File: config.mk
export PLATFORM = sky130hd
export DESIGN_NAME = i2c_cmd_sequencer
export DESIGN_NICKNAME = d
export VERILOG_FILES = /design/src/rtl/i2c_cmd_sequencer.sv
export SDC_FILE = /design/constraint.sdc
export NUM_CORES = 1
export LEC_CHECK = 0
export ABC_CLOCK_PERIOD_IN_PS = 2500
export CORE_ASPECT_RATIO = 0.75
export CORE_MARGIN = 2
export CORE_UTILIZATION = 49
export CTS_CLUSTER_DIAMETER = 200
export DETAILED_ROUTE_END_ITERATION = 8
export PLACE_DENSITY = 0.83
export RECOVER_POWER = 100
export SKIP_LAST_GASP = 1
export SYNTH_ARGS = -nofsm -noshare
export SYNTH_HDL_FRONTEND = slang
export SYNTH_SLANG_ARGS = --single-unit
export TNS_END_PERCENT = 50
File: constraint.sdc
create_clock -name clk -period 2.5 [get_ports clk]
set_input_delay 0.375 -clock clk [delete_from_list [all_inputs] [get_ports clk]]
set_output_delay 0.375 -clock clk [all_outputs]
set_load 0.02 [all_outputs]
File: src/rtl/i2c_cmd_sequencer.sv
// i2c_cmd_sequencer: queues single-byte I2C commands and runs them one at a time on the master,
// returning NACK/timeout status and read data through a valid/ready response.
module i2c_cmd_sequencer #(
    parameter int DEPTH   = 4,
    parameter int TIMEOUT = 255
) (
    input  logic       clk,
    input  logic       rst,
    input  logic       cmd_valid,
    output logic       cmd_ready,
    input  logic [6:0] cmd_addr,
    input  logic       cmd_rw,
    input  logic [7:0] cmd_data,
    output logic       en,
    output logic [6:0] addr,
    output logic       rw,
    output logic [7:0] data_wr,
    input  logic       m_busy,
    input  logic       m_done,
    input  logic       m_nack,
    input  logic [7:0] m_rdata,
    output logic       rsp_valid,
    input  logic       rsp_ready,
    output logic [7:0] rsp_data,
    output logic [1:0] rsp_err
);
    localparam int AW = $clog2(DEPTH);
    typedef enum logic [1:0] {IDLE, LAUNCH, WAIT, RESP} state_t;
    state_t state, state_n;
    logic [15:0] mem [DEPTH];
    logic [AW-1:0] wp, rp;
    logic [AW:0] count;
    logic [15:0] timer;
    logic push, pop, active, done, expire;

    assign cmd_ready = count < (AW+1)'(DEPTH);
    assign push = cmd_valid & cmd_ready;

    // m_done outranks the timeout when both land on the same cycle
    always_comb begin
        active = state == LAUNCH || state == WAIT;
        done = active && m_done;
        expire = active && !m_done && timer == 16'(TIMEOUT);
        pop = state == IDLE && count != '0 && !m_busy;
        state_n = state;
        case (state)
            IDLE:    state_n = pop ? LAUNCH : IDLE;
            LAUNCH:  state_n = (done || expire) ? RESP : m_busy ? WAIT : LAUNCH;
            WAIT:    state_n = (done || expire) ? RESP : WAIT;
            default: state_n = rsp_ready ? IDLE : RESP;
        endcase
    end

    always_ff @(posedge clk or posedge rst)
        if (rst) state <= IDLE;
        else state <= state_n;

    always_ff @(posedge clk or posedge rst) begin
        if (rst) begin
            wp <= '0;
            rp <= '0;
            count <= '0;
            timer <= '0;
            en <= 1'b0;
            addr <= '0;
            rw <= 1'b0;
            data_wr <= '0;
            rsp_valid <= 1'b0;
            rsp_data <= '0;
            rsp_err <= '0;
        end else begin
            en <= state_n == LAUNCH;
            rsp_valid <= state_n == RESP;
            count <= count + (AW+1)'(push) - (AW+1)'(pop);
            if (push) wp <= wp + AW'(1);
            if (pop) begin
                rp <= rp + AW'(1);
                {addr, rw, data_wr} <= mem[rp];
            end
            timer <= pop ? '0 : active ? timer + 16'd1 : timer;
            if (done) begin
                rsp_err <= {1'b0, m_nack};
                rsp_data <= (rw && !m_nack) ? m_rdata : '0;
            end else if (expire) begin
                rsp_err <= 2'b10;
                rsp_data <= '0;
            end
        end
    end

    always_ff @(posedge clk)
        if (push) mem[wp] <= {cmd_addr, cmd_rw, cmd_data};
endmodule

=== Word level (Yosys, flattened, before mapping) ===
Memory sizes are Yosys's and may differ from the RTL's. A register that Yosys moved wholly into a read port is not among the register bits.
Index checks and enable logic that the tools add are counted.

* Muxes and demuxes: 15
* Divide/modulo/power cells: 0
* Equal/unequal tests: 5
* Shift operators: 0
* Reduce and logical (&&, ||, !) cells: 15
* $mul: 0
* Add/sub/neg operators: 5
* Bitwise operators: 1
* Magnitude comparators: 1

{| class="wikitable"
|+ Operators by type and width
! operator !! number
|-
| $mux W16 || 2
|-
| $mux W8 || 3
|-
| $add A16 B1 Y16 const B || 1
|-
| $eq A16 B8 Y1 const B || 1
|-
| $mux W2 || 5
|-
| $logic_and A1 B1 Y1 || 6
|-
| $pmux W2 S3 || 1
|-
| $add A2 B1 Y2 const B || 2
|-
| $eq A2 B1 Y1 const B || 2
|-
| $eq A2 B2 Y1 const B || 2
|-
| $mux W1 || 4
|-
| $reduce_bool A2 Y1 || 2
|-
| $add A3 B1 Y3 || 1
|-
| $logic_not A1 Y1 || 3
|-
| $lt A3 B3 Y1 const B || 1
|-
| $reduce_bool A3 Y1 || 1
|-
| $sub A3 B1 Y3 || 1
|-
| $logic_not A2 Y1 || 1
|-
| $logic_or A1 B1 Y1 || 2
|-
| $and A1 B1 Y1 || 1
|}

* Memory bits (writable): 64
* Bits in read-only memories: 0
* Memories kept: 1
* Latch bits: 0
* Flip-flop bits (word level): 37
* Input port bits: 31

{| class="wikitable"
|+ Memories
! memory !! depth !! bits a word !! rd ports !! clocked after memory_dff !! wr ports !! RTL line !! RTL
|-
| mem || 4 || 16 || 1 || 1 || 1 || 30 || <nowiki>logic [15:0] mem [DEPTH];</nowiki>
|}

=== Depth between registers and ports, before layout ===
* Depth after elaboration: 8
* Mapped depth: 12
* Depth with buffers taken out: 10

=== Worst setup path after synthesis ===
No wires, ideal clock.

* Kind: register to register
* From: register state[0]
* To: register count[1]
* Arrival time: 2486 ps
* Cell stages (with the launch flop): 12
* Buffers on the path: 2
* Required time: 2365 ps
* Slack: -122 ps
* Cell sequence: dfrtp_1 > inv_1 > ha_1 > nor2b_1 > nand2_1 > inv_2 > buf_1 > buf_1 > ha_1 > inv_1 > ha_1 > fa_1

* Word-level cells in the longest chain between the ends: 4

{| class="wikitable"
|+ RTL lines
! element !! RTL line !! RTL
|-
| from (decl) || 29 || <nowiki>state_t state, state_n;</nowiki>
|-
| from (signal assigned) || 56 || <nowiki>else state <= state_n;</nowiki>
|-
| $logic_not A2 Y1 || 44 || <nowiki>pop = state == IDLE && count != '0 && !m_busy;</nowiki>
|-
| $logic_and A1 B1 Y1 (2 in series) || 44 ||
|-
| $sub A3 B1 Y3 || 74 || <nowiki>count <= count + (AW+1)'(push) - (AW+1)'(pop);</nowiki>
|-
| to (signal assigned) || 74 ||
|-
| to (decl) || 32 || <nowiki>logic [AW:0] count;</nowiki>
|}

Every way passes these cells.
A chain may end at the register's enable or synchronous reset.

=== Worst setup path in the final report ===
* From: register state[0]
* To: register rsp_valid

* Word-level cells in the longest chain between the ends: 8
* Elaborated cells on any way between the ends: 15

{| class="wikitable"
|+ RTL lines
! element !! RTL line !! RTL
|-
| $eq A2 B1 Y1 or $eq A2 B2 Y1 (tied branches) || 41, 46 ||
|-
| $logic_or A1 B1 Y1 || 41 || <nowiki>active = state == LAUNCH || state == WAIT;</nowiki>
|-
| $logic_and A1 B1 Y1 (2 in series) || 43 || <nowiki>expire = active && !m_done && timer == 16'(TIMEOUT);</nowiki>
|-
| $logic_or A1 B1 Y1 || 48, 49 ||
|-
| $mux W1 or $mux W2 (tied branches) || 49, 48 ||
|-
| $pmux W2 S3 * || 46 || <nowiki>case (state)</nowiki>
|-
| $eq A2 B2 Y1 * || 73 || <nowiki>rsp_valid <= state_n == RESP;</nowiki>
|-
| to (signal assigned) || 68 || <nowiki>rsp_valid <= 1'b0;</nowiki>
|-
| to (signal assigned) || 73 ||
|-
| to (decl) || 22 || <nowiki>output logic rsp_valid,</nowiki>
|}

Every way passes the cells marked *; elsewhere a longest branch is shown, timed or not.

==> flow_metrics.tcl <==
set metrics [dict create \
    grt_pass1_wl_mm 14.7 \
    max-clock-path-buffers 2 \
    maxCapViolCount 0 \
    cts_root_buf "clkbuf_16" \
    powerDensity_nw_per_um2 1160 \
    synth_warnings 0 \
    clk_pin_slew_worst_paths_ps 50 \
    synth_top_area_share_pct 40.8 \
    post-place-ws_ps 252 \
    io_pins 60 \
    cp_slowest_cell "o41a_1" \
    grt_usage_pct 20.0 \
    mostFrequentLayoutCells "64 x edfxtp_1, 53 x dfrtp_1, 46 x dlygate4sd3_1" \
    wl_per_cell_um 17.8 \
    ant_nets 0 \
    numPortBuffers 59 \
    ys_ff_latch 117 \
    cp.arrival_ps 2640 \
    diodes 0 \
    drt_wl_total_mm 9.02 \
    synthArstFlopShare_pct 45.3 \
    dp_hpwl_mm 5.67 \
    fp.dieH_um 88.9 \
    period_share_pct 91.7 \
    clock_skew_ps 13.7 \
    max_freq_mhz 436 \
    vias 2746 \
    max_stage_delay_ps 650 \
    synth_area_leaders "edfxtp_1 41%, dfrtp_1 28%, mux4_2 7.7%" \
    grt_max_degree 46 \
    fin_nets 409 \
    synth_top_area_cell "edfxtp_1" \
    worst_pin_slew_ps 1140 \
    grt_setup_unrepaired "no" \
    synthToLayoutAreaGrowth_pct 27.9 \
    setup_viol 0 \
    syn_nets 332 \
    synthCells 289 \
    critPathCaptureType "register" \
    irDropWorstVdd_mv 0.727 \
    rows 30 \
    crit_chain "inv_1 -> ha_1 -> nand4_1 -> o41a_1 -> a211oi_1 -> a31o_1" \
    hold_buffers 0 \
    drt_iter0_drc 176 \
    seq_area_frac_synth_pct 69.0 \
    first_pass_iters 6 \
    cts_sinks 117 \
    tritoncts "yes" \
    viasPerCell 5.42 \
    drive_above_1_share_pct 18.2 \
    initial_utilization_pct 51.2 \
    synth_flop_cell "edfxtp_1" \
    die_area_um2 10400 \
    layout_commonest_cell "edfxtp_1" \
    slew_violations 0 \
    drc 0 \
    post_cts_buffers 0 \
    grt_pass1_vias 2869 \
    clock_latency_ps 410 \
    setup-tns-final_ps 0 \
    leakage_nw 2.36 \
    outcome "completed" \
    die_w_um 117 \
    grt-ovfl-total 0 \
    htreeDepth 4 \
    period_needed_ps 2290 \
    antenna_found_initial 0 \
    cts_buffers 17 \
    syn_avg_cell_area_um2 16.3 \
    finalWorstSetupSlack_ps 207 \
    hold_path.class "input port to async pin" \
    synth_edf_count 64 \
    worst-endpoint-required_ps 2840 \
    synth_area_um2 4710 \
    final_hold_viol_count 0 \
    synthDistinctLibCells 42 \
    start_kind "register" \
    gp_congestion 0.837 \
    cp_max_fo 14 \
    cts_resized 0 \
    crit_type "register to register" \
    core_area_um2 9200 \
    relSlewSlack_pct 24.3 \
]
[sequential cells by signal, indices dropped and copies added, names as in the netlist]
name / cells
en: 1
rsp_err: 2
addr: 7
count: 3
wp: 2
data_wr: 8
rp: 2
state: 2
mem: 64
timer: 16
rw: 1
rsp_data: 8
rsp_valid: 1
[per-layer routing]
layer  vias to the layer above  global-route usage (%)  routed length, um
met2                       108                    30.8               4330
met5                         -                       0                  0
li1                       1249                       -                  -
met4                         0                    10.2                127
met3                        16                    6.24                684
met1                      1373                    26.0               3880
[cell usage after synthesis, types with 2 or more instances]
cell / instances
a21oi_1: 6
a22o_1: 8
and2_1: 4
and3_1: 2
and4_1: 2
buf_1: 3
buf_2: 3
clkbuf_1: 4
dfrtp_1: 53
edfxtp_1: 64
ha_1: 11
inv_1: 13
mux2_2: 16
mux4_2: 16
nand2_1: 9
nand3_1: 4
nand4_1: 6
nor2_1: 13
nor2b_1: 2
nor4_1: 3
o21ai_0: 6
o31ai_1: 2
or3_1: 5
or4_1: 2
xnor2_1: 10
xor2_1: 6
[per-stage QoR]
| stage | std cells | total power, mW | hold WS (ps) | util [%] | cell area (um^2) |
|---|---|---|---|---|---|
| after floorplan | 289 | 4.07 | 470 | - | 4710 |
| final | 507 | 7.00 | 401 | 65.5 | 6020 |
| after global routing | 507 | 7.37 | 442 | 65.5 | 6020 |
| after global placement | 475 | 4.81 | 487 | 59.8 | 5500 |
| after CTS | 507 | 7.20 | 230 | 65.9 | 6060 |
| after detailed placement | 475 | 4.89 | 491 | 59.8 | 5500 |
[power by group]
group | switching [mW] | internal, mW
sequential | 0.219 | 2.50
clock | 0.788 | 1.48
combinational | 1.03 | 0.986
total | 2.04 | 4.96
[path summary, 6_finish.rpt]
check	cells past startpoint	start	slack, ps	endpoint
setup reg to reg	6	state[0]$_DFF_PP0_	210	rsp_valid$_DFF_PP0_
min in group clk	1	rsp_data[5]$_DFFE_PP0P_	490	rsp_data[5]$_DFFE_PP0P_
hold reg to reg	1	rsp_data[5]$_DFFE_PP0P_	490	rsp_data[5]$_DFFE_PP0P_
setup / recovery	6	state[0]$_DFF_PP0_	210	rsp_valid$_DFF_PP0_
hold / removal	2	rst	400	addr[6]$_DFFE_PP0N_
max in group asynchronous	3	rst	670	timer[10]$_DFFE_PP0P_
[cell type report]
cell class	instances	area (um^2)
Fill cell	667	3170
Clock buffer	22	454
Timing Repair Buffer	70	651
Tap cell	128	160
Sequential cell	117	3250
Multi-Input combinational cell	146	1350
Inverter	14	52.6
Clock inverter	10	108
[cell families after synthesis]
group                    Yosys count  synth area share, %
flip-flops                       117                 69.0
XOR/XNOR                          16                 2.98
AO/OA/AOI/OAI                     30                 4.49
multiplexers                      33                 11.7
AND/OR/NAND/NOR                   55                 6.19
buffers and inverters             26                 2.34
adder cells (fa/ha/maj)           12                 3.35
[critical path, delay by kind of cell (launching register included)]
kind,cells,cell delay (ps)
AOI/OAI and AO/OA,3,1180
adders and majority gates,1,440
buffers and inverters,1,80
DFF,1,370
and+or+nand+nor,1,160
No activity file was read; power rests on OpenSTA's default activity.
